## src/rtl/adder_sched_pkg.sv

```systemverilog
// ----------------------------------------------------------------------------
// adder_sched_pkg
//
// Purpose:
//   Shared definitions for the round-robin scheduled adder.
//   - Operation-counter width and saturation value.
//   - Result-buffer state encoding.
//   - A round-robin pick helper for the arbiter.
//
// Ports:
//   None (package).
// ----------------------------------------------------------------------------
package adder_sched_pkg;

    // Width and saturation ceiling of the accepted-operation counter.
    localparam int              OPCNT_W   = 16;
    localparam logic [15:0]     OPCNT_MAX = 16'hFFFF;

    // The arbiter helper always works on a 4-wide request vector.
    // This covers the widest legal requester count.
    // Narrower configurations zero-pad their requests into it.
    localparam int MAX_NREQ = 4;
    localparam int MAX_IDW  = 2;

    // The result buffer is depth 1, so it is either holding a result or not.
    typedef enum logic {
        ST_EMPTY = 1'b0,
        ST_FULL  = 1'b1
    } buf_state_t;

    // Winner index plus a flag saying whether any request was found at all.
    typedef struct packed {
        logic                found;
        logic [MAX_IDW-1:0]  idx;
    } rr_pick_t;

    // Round-robin pick.
    // The search starts at ptr and wraps modulo nreq.
    // The first valid requester encountered wins.
    // Only the low nreq bits of valid are considered.
    function automatic rr_pick_t rr_pick(
        input logic [MAX_NREQ-1:0] valid,
        input logic [MAX_IDW-1:0]  ptr,
        input int                  nreq
    );
        rr_pick_t res;
        int       cand;
        res.found = 1'b0;
        res.idx   = '0;
        for (int k = 0; k < MAX_NREQ; k++) begin
            if (k < nreq) begin
                cand = (int'(ptr) + k) % nreq;
                if (!res.found && valid[cand[MAX_IDW-1:0]]) begin
                    res.found = 1'b1;
                    res.idx   = cand[MAX_IDW-1:0];
                end
            end
        end
        return res;
    endfunction

endpackage

```

## src/rtl/adder_rr_sched_rr_arbiter.sv

```systemverilog
// ----------------------------------------------------------------------------
// rr_arbiter
//
// Purpose:
//   Purely combinational round-robin arbiter.
//   Given the request vector and the current priority pointer, it returns
//   the index of the winning requester and whether any requester is active.
//   Updating the pointer is left to the caller.
//   This lets the caller advance the pointer only when a grant is actually
//   consumed.
//
// Ports:
//   req    in   NREQ  request vector (one bit per requester)
//   ptr    in   IDW   index that has highest priority this cycle
//   grant  out  IDW   index of the winning requester (0 when none)
//   any    out  1     at least one request bit is set
// ----------------------------------------------------------------------------
module rr_arbiter
    import adder_sched_pkg::*;
#(
    parameter int NREQ = 2,
    parameter int IDW  = $clog2(NREQ)
) (
    input  logic [NREQ-1:0] req,
    input  logic [IDW-1:0]  ptr,
    output logic [IDW-1:0]  grant,
    output logic            any
);

    logic [MAX_NREQ-1:0] req_pad;
    logic [MAX_IDW-1:0]  ptr_pad;
    rr_pick_t            pick;

    // Widen the request vector and pointer to the helper's fixed width.
    // Unused upper request bits are zero, so they can never win.
    assign req_pad = MAX_NREQ'(req);
    assign ptr_pad = MAX_IDW'(ptr);

    // The search itself lives in the package so other blocks can reuse it.
    always_comb begin
        pick  = rr_pick(req_pad, ptr_pad, NREQ);
        grant = IDW'(pick.idx);
        any   = pick.found;
    end

endmodule

```

## src/rtl/adder_rr_sched.sv

```systemverilog
// ----------------------------------------------------------------------------
// adder_rr_sched
//
// Purpose:
//   Shares one WIDTH-bit adder between NREQ requesters.
//   Each requester uses a valid/ready handshake.
//   A round-robin arbiter picks one requester per cycle.
//   The sum is registered into a depth-1 result buffer, tagged with the
//   winning requester's id.
//   The buffer supports pass-through refill: a full buffer that is being
//   drained can accept a new operation in the same cycle.
//   This allows one operation per cycle while res_ready stays high.
//
// Ports:
//   clk        in   1           clock, all state on rising edge
//   rst_n      in   1           asynchronous active-low reset
//   req_valid  in   NREQ        per-requester operand valid
//   req_ready  out  NREQ        per-requester accept, at most one bit set
//   req_a      in   NREQ*WIDTH  operand A, requester i at [i*WIDTH +: WIDTH]
//   req_b      in   NREQ*WIDTH  operand B, same packing
//   res_valid  out  1           result buffer full
//   res_ready  in   1           consumer accepts result
//   res_sum    out  WIDTH       registered sum (wrapped or saturated)
//   res_carry  out  1           registered raw carry-out of the add
//   res_id     out  IDW         requester that produced the result
//   op_count   out  16          accepted operations, saturating at 0xFFFF
// ----------------------------------------------------------------------------
module adder_rr_sched
    import adder_sched_pkg::*;
#(
    parameter int WIDTH = 8,
    parameter int NREQ  = 2,
    parameter int SAT   = 0,
    parameter int IDW   = $clog2(NREQ)
) (
    input  logic                    clk,
    input  logic                    rst_n,
    input  logic [NREQ-1:0]         req_valid,
    output logic [NREQ-1:0]         req_ready,
    input  logic [NREQ*WIDTH-1:0]   req_a,
    input  logic [NREQ*WIDTH-1:0]   req_b,
    output logic                    res_valid,
    input  logic                    res_ready,
    output logic [WIDTH-1:0]        res_sum,
    output logic                    res_carry,
    output logic [IDW-1:0]          res_id,
    output logic [OPCNT_W-1:0]      op_count
);

    buf_state_t          state;
    logic [IDW-1:0]      rr_ptr;
    logic [IDW-1:0]      grant;
    logic                any_req;
    logic                space;
    logic                accept;
    logic [WIDTH-1:0]    a_sel;
    logic [WIDTH-1:0]    b_sel;
    logic [WIDTH:0]      full_sum;
    logic [WIDTH-1:0]    sum_out;
    logic [IDW-1:0]      ptr_next;

    // The buffer output simply reflects whether it currently holds a result.
    assign res_valid = (state == ST_FULL);

    // The buffer can take a new result in two cases.
    // - It is empty.
    // - The consumer is draining the current result this very cycle.
    assign space = !res_valid || res_ready;

    // Round-robin choice among the currently valid requesters.
    rr_arbiter #(
        .NREQ (NREQ),
        .IDW  (IDW)
    ) u_arb (
        .req   (req_valid),
        .ptr   (rr_ptr),
        .grant (grant),
        .any   (any_req)
    );

    // Ready goes only to the winner, and only when there is buffer space.
    // It depends on req_valid and res_ready, never on other ready bits.
    // Holding it low while rst_n is low keeps the block from signalling
    // acceptance during reset.
    always_comb begin
        req_ready = '0;
        if (any_req && space && rst_n) begin
            req_ready[grant] = 1'b1;
        end
    end

    assign accept = |(req_valid & req_ready);

    // Shared adder.
    // Operands of the winner are muxed in and added one bit wider to expose
    // the carry.
    // In saturating mode a carry clamps the visible sum to all-ones.
    // res_carry always reports the raw carry either way.
    always_comb begin
        a_sel    = req_a[grant*WIDTH +: WIDTH];
        b_sel    = req_b[grant*WIDTH +: WIDTH];
        full_sum = {1'b0, a_sel} + {1'b0, b_sel};
        sum_out  = full_sum[WIDTH-1:0];
        if ((SAT != 0) && full_sum[WIDTH]) begin
            sum_out = '1;
        end
    end

    // Priority moves to the requester just after the one served.
    // This rotates service fairly.
    // NREQ need not be a power of two, so the wrap is explicit.
    always_comb begin
        if (grant == IDW'(NREQ - 1)) begin
            ptr_next = '0;
        end else begin
            ptr_next = grant + 1'b1;
        end
    end

    // Buffer state machine, result registers, priority pointer and counter.
    // The result registers only load on an accept, so they hold steady while
    // the buffer is full and stalled.
    // The pointer only moves on an accept, so an idle cycle never skips
    // anyone's turn.
    // The counter stops at its ceiling instead of wrapping back to zero.
    always_ff @(posedge clk or negedge rst_n) begin
        if (!rst_n) begin
            state     <= ST_EMPTY;
            res_sum   <= '0;
            res_carry <= 1'b0;
            res_id    <= '0;
            rr_ptr    <= '0;
            op_count  <= '0;
        end else begin
            case (state)
                ST_EMPTY: begin
                    if (accept) begin
                        state <= ST_FULL;
                    end
                end
                ST_FULL: begin
                    if (res_ready && !accept) begin
                        state <= ST_EMPTY;
                    end
                end
                default: begin
                    state <= ST_EMPTY;
                end
            endcase

            if (accept) begin
                res_sum   <= sum_out;
                res_carry <= full_sum[WIDTH];
                res_id    <= grant;
                rr_ptr    <= ptr_next;
                if (op_count != OPCNT_MAX) begin
                    op_count <= op_count + 1'b1;
                end
            end
        end
    end

endmodule
```

## config.mk

```make
export PLATFORM = sky130hd
export DESIGN_NAME = adder_rr_sched
export DESIGN_NICKNAME = d
export VERILOG_FILES = /design/src/rtl/adder_sched_pkg.sv /design/src/rtl/adder_rr_sched_rr_arbiter.sv /design/src/rtl/adder_rr_sched.sv
export SDC_FILE = /design/constraint.sdc
export NUM_CORES = 1
export LEC_CHECK = 0
export ABC_AREA = 0
export CORE_ASPECT_RATIO = 1.4
export CORE_UTILIZATION = 40
export CTS_CLUSTER_DIAMETER = 30
export DETAILED_ROUTE_END_ITERATION = 10
export PLACE_DENSITY = 0.83
export SETUP_SLACK_MARGIN = 0.05
export SLEW_MARGIN = 25
export SYNTH_ARGS = -nofsm -noshare
export SYNTH_HDL_FRONTEND = slang
export SYNTH_SLANG_ARGS = --single-unit
```

## constraint.sdc

```tcl
create_clock -name clk -period 3.05 [get_ports clk]
set_clock_uncertainty 0.2 [all_clocks]
set_input_delay 0.915 -clock clk [delete_from_list [all_inputs] [get_ports clk]]
set_output_delay 0.915 -clock clk [all_outputs]
set_load 0.005 [all_outputs]
```

==> impl_results.md, run 1 <==
* Status: finished clean
* GRT Total Usage at between 20% and 30%
* Hold_ws at 0.292 ns
* Pin count of the biggest net entering global routing at 29
* Full die area at roughly 4800 µm²
* Final worst setup slack at around 0.085 ns
* Num Clock Sinks at 28
* Worst path cell trace: buf_8 > inv_8 > o21ai_4 > buf_6 > mux2_4 > ha_4 > fa_2 > a21oi_4 > o211ai_1 > a211o_1 > a31o_2
* WP buf/inv at 3
* Post-synth EDFFs at 0
* Routed WL at 4.74 mm
* Drt drc at 0
* HP Class: reg -> reg
* CTS tree: built
* Final instance area at around 2900 µm²
* Htree depth at 1
* Grt ovf at 0
* Final slew viol count at 0
* Buffers on Ports at 65
* Pwr dens at about 500 nW/µm²
* Highest Clock Rate at 337 MHz
* Ports at 66
* CP required at 3.03 ns
* CP max FO at 5
* Fraction of layout cells with a size suffix above 1 at 28.3%
* Number of global-route vias before repair at about 1700
* Maximum vdd drop at 249 µV
* Slew margin rel. at 66.4%
* Total power at 1.44 mW
* Initial core utilization at 42.1%
* Worst path top cell family by delay: compound AO/OA/AOI/OAI gates
* First-pass GRT wire length at roughly 8.1 mm
* Most frequent cells in the layout: 59 x clkdlybuf4s50_1, 28 x dfrtp_1, 26 x buf_4
* Die width at 58.7 µm
* Met3 WL at 172 µm
* Worst-path clk slew at 0.10 ns
* Fin cells at 325
* Multi-input gate area in the final layout at 1140 µm²
* Setup crit end kind: register
* DR vias at around 1700
* Actual slew at the worst max-slew pin at 0.499 ns
* Filler cell count at 333
* WL met1 at 1.92 mm
* Mapped Area at about 1800 µm²
* Register area at approximately 700 µm²
* First-pass DRT Iterations at 4
* Synth Warn # at 0
* Post-DP HPWL at 3.50 mm
* Delay of the slowest critical-path stage at 0.38 ns
* DR WL met2 at 2.63 mm
* RSZ-0062 raised after global routing: true
* Total of max-cap violations at 0
* Diodes inserted at 0
* Final hold violation count at 0
* Library cells used by synthesis at 46
* Final min period at 2.97 ns
* Period utilization at 97.2%
* Gate Count Post-Synth at 172
* Mapped Avg Cell Area at 10.5 µm²
* Sequential share of the synthesized area at between 30% and 40%
* Iteration-0 DRC Markers at 72
* Cells after DPL at 314
* Leakage power of the design at 1.22 nW
* Critical path class: in -> reg
* Async set-or-reset flop fraction in the synthesized netlist at 100%
* Placement Setup Slack at -0.824 ns
* Initial antenna violation count at 0
* Final ANT Viol Nets at 0
* Max Used Layer: met4
* CP startpoint kind: input port
* CTS Buf Count at 3
* Core box area at ~4300 µm²
* Clk_lat worst skew at 0.27 ns
* Crit path arrival time at 2.94 ns
* # hold bufs at CTS at 0
* Post-DP Area at 2700 µm²
* Net Count, Synth at ~220
* Setup Viol. Count Final at 0
* Final Wtd Congestion at 0.858
* Final #Nets at 313
* Drt wl/cell at about 15 µm
* Max Buffers Root-to-Sink at 2
* CP max stage cell: fa_2
* Vias per cell at 5.27
* Clk root buf: clkbuf_8
* Commonest non-fill, non-tap cell in the layout: clkdlybuf4s50_1
* Die height at slightly above 80 µm
* Synth-to-layout area growth at 59.1%
* Row count at 28
* Most used DFF post-synth: dfrtp_1
* FF+latch count, synth at 28
Yosys cell counts, types with 2 or more instances:
master    instances  share of area, %
nor4_2            2               1.4
nor3_1            6               1.7
mux2_2           17                11
buf_2             3              0.83
o21ai_0           5               1.4
o211ai_1          3               1.3
a211oi_1          2              0.83
a21oi_1           3              0.83
dfrtp_1          28                39
xor2_1           14               6.8
ha_1              9               6.3
nand3_1           5               1.4
nand2_1          17               3.5
nor2_1            8               1.7
nand4_1           4               1.4
o31a_1            2              0.97
inv_1             5               1.0
a21o_1            2              0.83
nor4_1            4               1.4
nor2b_1           2              0.70
or3_1             2              0.70
nor3b_1           2              0.83
a2111o_1          2               1.3
o31ai_1           3               1.3
what timing repair did:
item,CTS,global route
pin swaps,12,8
hold endpoints to repair,0,0
gates resized for setup,34,3
setup endpoints to repair,9,6
setup buffers,6,1
per-stage QoR:
stage	TNS, ns	utilization [%]
2_1_floorplan	-0.284	-
3_3_place_gp	-5.86	63.1
3_5_place_dp	-6.40	63.1
4_1_cts	0	66.6
5_1_grt	0	67.0
6_report	0	67.0
cell families after synthesis:
group,after synthesis,synth area share (%)
adder cells (fa/ha/maj),10,7.37
flip-flops,28,38.9
buffers and inverters,9,2.50
XOR/XNOR,15,7.30
AND/OR/NAND/NOR,64,21.5
AO/OA/AOI/OAI,28,11.1
multiplexers,18,11.3
worst min-delay path, stage by stage, from the launching register on:
cell and delay (ns):
dfrtp_1 0.36, nand2_1 0.05, nand2_1 0.06
report_power, final:
part           total, mW  leakage (nW)  internal, mW  switching (mW)
clock network      0.232        0.0288         0.116           0.117
logic              0.638         0.851         0.397           0.241
registers          0.572         0.344         0.464           0.109
final timing paths:
kind	endpoint	from	slack [ns]	depth (start not counted)
setup reg to reg	res_sum[6]	rr_ptr	0.36	9
min in group asynchronous	op_count[11]	rst_n	0.69	2
hold / removal	res_sum[1]	res_sum[1]	0.29	2
max in group asynchronous	op_count[2]	rst_n	1.69	2
hold reg to reg	res_sum[1]	res_sum[1]	0.29	2
setup / recovery	res_sum[6]	req_valid[0]	0.08	11
cell type report:
class	count	share of cell area, %
well taps	60	2.62
flip-flops and latches	28	24.5
multi-input cells	135	40.0
inverters	5	0.918
repair buffers	93	30.1
clock buffers	4	1.92
per-layer routing:
metal | up-vias | global-route usage (%)
met4 | 0 | 5.95
met1 | 841 | 27.1
met2 | 54 | 39.8
met3 | 2 | 1.91
met5 | - | 0
li1 | 817 | -
sequential cells by signal, indices dropped and copies added (netlist names):
name,count
res_carry,1
res_valid,1
rr_ptr,1
res_id,1
op_count,16
res_sum,8
No activity file was read; power rests on OpenSTA's default activity.
==> inputs of run 2 (changes only) <==
==> constraint.sdc (replaced) <==
create_clock -name clk -period 3.05 [get_ports clk]
set_clock_uncertainty 0.2 [all_clocks]
set_input_delay 0.305 -clock clk [delete_from_list [all_inputs] [get_ports clk]]
set_output_delay 0.305 -clock clk [all_outputs]
set_load 0.005 [all_outputs]
==> impl_results.md, run 2 (synthesized netlist as in run 1, its figures left out) <==
* Post-DP HPWL at 3.39 mm (-3.4%)
* Hold_ws at 0.289 ns (-0.00222 ns)
* Critical path class: in -> reg
* CP startpoint kind: input port
* Sw Ratio at 31.9% (-0.45 points)
* Post-DP Area at 2630 µm² (-2.6%)
* Fraction of layout cells with a size suffix above 1 at 19.4% (-8.9 points)
* Initial core utilization at 42.1% (unchanged)
* Final ANT Viol Nets at 0 (unchanged)
* DR vias at 1619 (-5.5%)
* Largest register by flop count: op_count
* CP required at 3.02 ns (about the same)
* Iteration-0 DRC Markers at 61 (-15%)
* HP Class: in -> async
* Final instance area at 2700 µm² (-5.6%)
* Clk root buf: clkbuf_8
* Clk_lat worst skew at 0.27 ns (about the same)
* Total power at 1.39 mW (-3.7%)
* Number of global-route vias before repair at 1655 (-5.4%)
* Pin count of the biggest net entering global routing at 29 (unchanged)
* Clock power share at 16.6% (+0.5 points)
* Full die area at 4770 µm² (unchanged)
* Worst-path clk slew at 0.10 ns (about the same)
* Status: finished clean
* Drt drc at 0 (unchanged)
* Ports at 66 (unchanged)
* Die width at 58.7 µm (unchanged)
* Final Wtd Congestion at 0.838 (-2.4%)
* Vias per cell at 5.17 (-1.9%)
* Final slew viol count at 0 (unchanged)
* Core box area at 4270 µm² (unchanged)
* Crit path arrival time at 2.90 ns (-0.04 ns)
* Max Buffers Root-to-Sink at 2 (unchanged)
* Setup TNS at 0 ns (unchanged)
* Maximum vdd drop at 298 µV (+20%)
* Seq pwr share at 41.1% (+1.4 points)
* Setup crit end kind: register
* Placement Setup Slack at -0.325 ns (+0.499 ns)
* Most frequent cells in the layout: 65 x clkdlybuf4s50_1, 28 x dfrtp_1, 17 x mux2_2, 17 x nand2_1, 15 x buf_4
* First-pass DRT Iterations at 4 (unchanged)
* CTS Buf Count at 3 (unchanged)
* Leakage power of the design at 1.14 nW (-6.5%)
* Final worst setup slack at 0.119 ns (+0.0344 ns)
* Total of max-cap violations at 0 (unchanged)
* Die height at 81.4 µm (unchanged)
* Psw at 0.443 mW (-5.0%)
* Filler cell count at 352 (+5.7%)
* Number of setup buffers added after CTS at 0 (-6)
* Biggest regs: op_count x16, res_sum x8
* GRT Total Usage at 18.9% (-2.9 points)
* CTS tree: built
* Grt ovf at 0 (unchanged)
* Row count at 28 (unchanged)
* Max FFs per register at 16 (unchanged)
* CP max FO at 4 (-1)
* Final #Nets at 301 (-3.8%)
* Synth-to-layout area growth at 50.3%
* Buffers on Ports at 65 (unchanged)
* Pwr dens at 514 nW/µm² (+2.0%)
* RSZ-0062 raised after global routing: true
* Initial antenna violation count at 0 (unchanged)
* Commonest non-fill, non-tap cell in the layout: clkdlybuf4s50_1
* Htree depth at 1 (unchanged)
* Setup Viol. Count Final at 0 (unchanged)
* Gate power share at 42.3% (-1.9 points)
* Final min period at 2.93 ns (-0.0344 ns)
* Period utilization at 96.1% (-1.1 points)
* Num Clock Sinks at 28 (unchanged)
* Final hold violation count at 0 (unchanged)
* Drt wl/cell at 13.8 µm (-5.3%)
* Highest Clock Rate at 341 MHz (+1.2%)
* First-pass GRT wire length at 7.07 mm (-12%)
* Slew margin rel. at 67.7% (+1.2 points)
* Actual slew at the worst max-slew pin at 0.481 ns (-0.0184 ns)
* R2R cell count at 8 (-1)
* Diodes inserted at 0 (unchanged)
* P_int at 0.947 mW (-3.0%)
* Routed WL at 4.32 mm (-8.8%)
==> run 2: cell count changes in the layout (fill, tap and decap cells not counted), sizes merged <==
| cell | change |
|---|---|
| clkdlybuf4s15 | -1 |
| buf | -16 |
| clkdlybuf4s50 | +6 |
| dlygate4sd2 | -1 |
==> run 2: area by class of cell <==
class / count / area [µm²] / area share, %
Clock buffer: 4 / 55.1 / 2.04
Inverter: 5 / 18.8 / 0.694
Multi-Input combinational cell: 135 / 1080 / 39.9
Sequential cell: 28 / 701 / 25.9
Tap cell: 60 / 75.1 / 2.78
Timing Repair Buffer: 81 / 774 / 28.6
==> run 2: worst max-delay path: stages <==
cell and delay, ns:
clkdlybuf4s50_1 0.51, inv_1 0.08, o21ai_4 0.19, mux2_2 0.36
ha_1 0.23, fa_2 0.39, a21oi_4 0.19, o211ai_1 0.11
a211o_1 0.30, a31o_2 0.24
==> run 2: final timing paths <==
path / from / end / slack (ns)
max reg2reg: rr_ptr / res_sum[6] / 0.27
max: req_valid[0] / res_sum[6] / 0.12
min reg2reg: res_sum[0] / res_sum[0] / 0.29
min: rst_n / op_count[5] / 0.29
max in group asynchronous: rst_n / op_count[2] / 2.09
min in group clk: res_sum[0] / res_sum[0] / 0.29
==> run 2: routing by layer <==
layer | GRT usage [%] | vias up | routed length, µm
met2 | 36.0 | 48 | 2340
li1 | - | 790 | -
met1 | 22.3 | 777 | 1790
met3 | 2.07 | 4 | 166
met4 | 4.52 | 0 | 31
met5 | 0 | - | 0
==> run 2: what timing repair did <==
action | CTS | global route
hold buffers | 0 | 0
setup endpoints to repair | 2 | 4
pin swaps | 1 | 2
hold endpoints to repair | 0 | 0
resized for setup | 1 | 5
==> run 2: power by group through the flow <==
stage | clock network (mW) | registers [mW] | logic (mW)
2_1_floorplan | 0 | 0.567 | 0.248
3_3_place_gp | 0 | 0.577 | 0.563
3_5_place_dp | 0 | 0.578 | 0.579
4_1_cts | 0.237 | 0.572 | 0.583
5_1_grt | 0.248 | 0.587 | 0.646
6_report | 0.230 | 0.571 | 0.588
==> run 2: per-stage QoR <==
step,cells,util [%]
5_1_grt,313,63.3
3_3_place_gp,309,61.4
2_1_floorplan,172,-
3_5_place_dp,309,61.4
6_report,313,63.3
4_1_cts,313,62.8
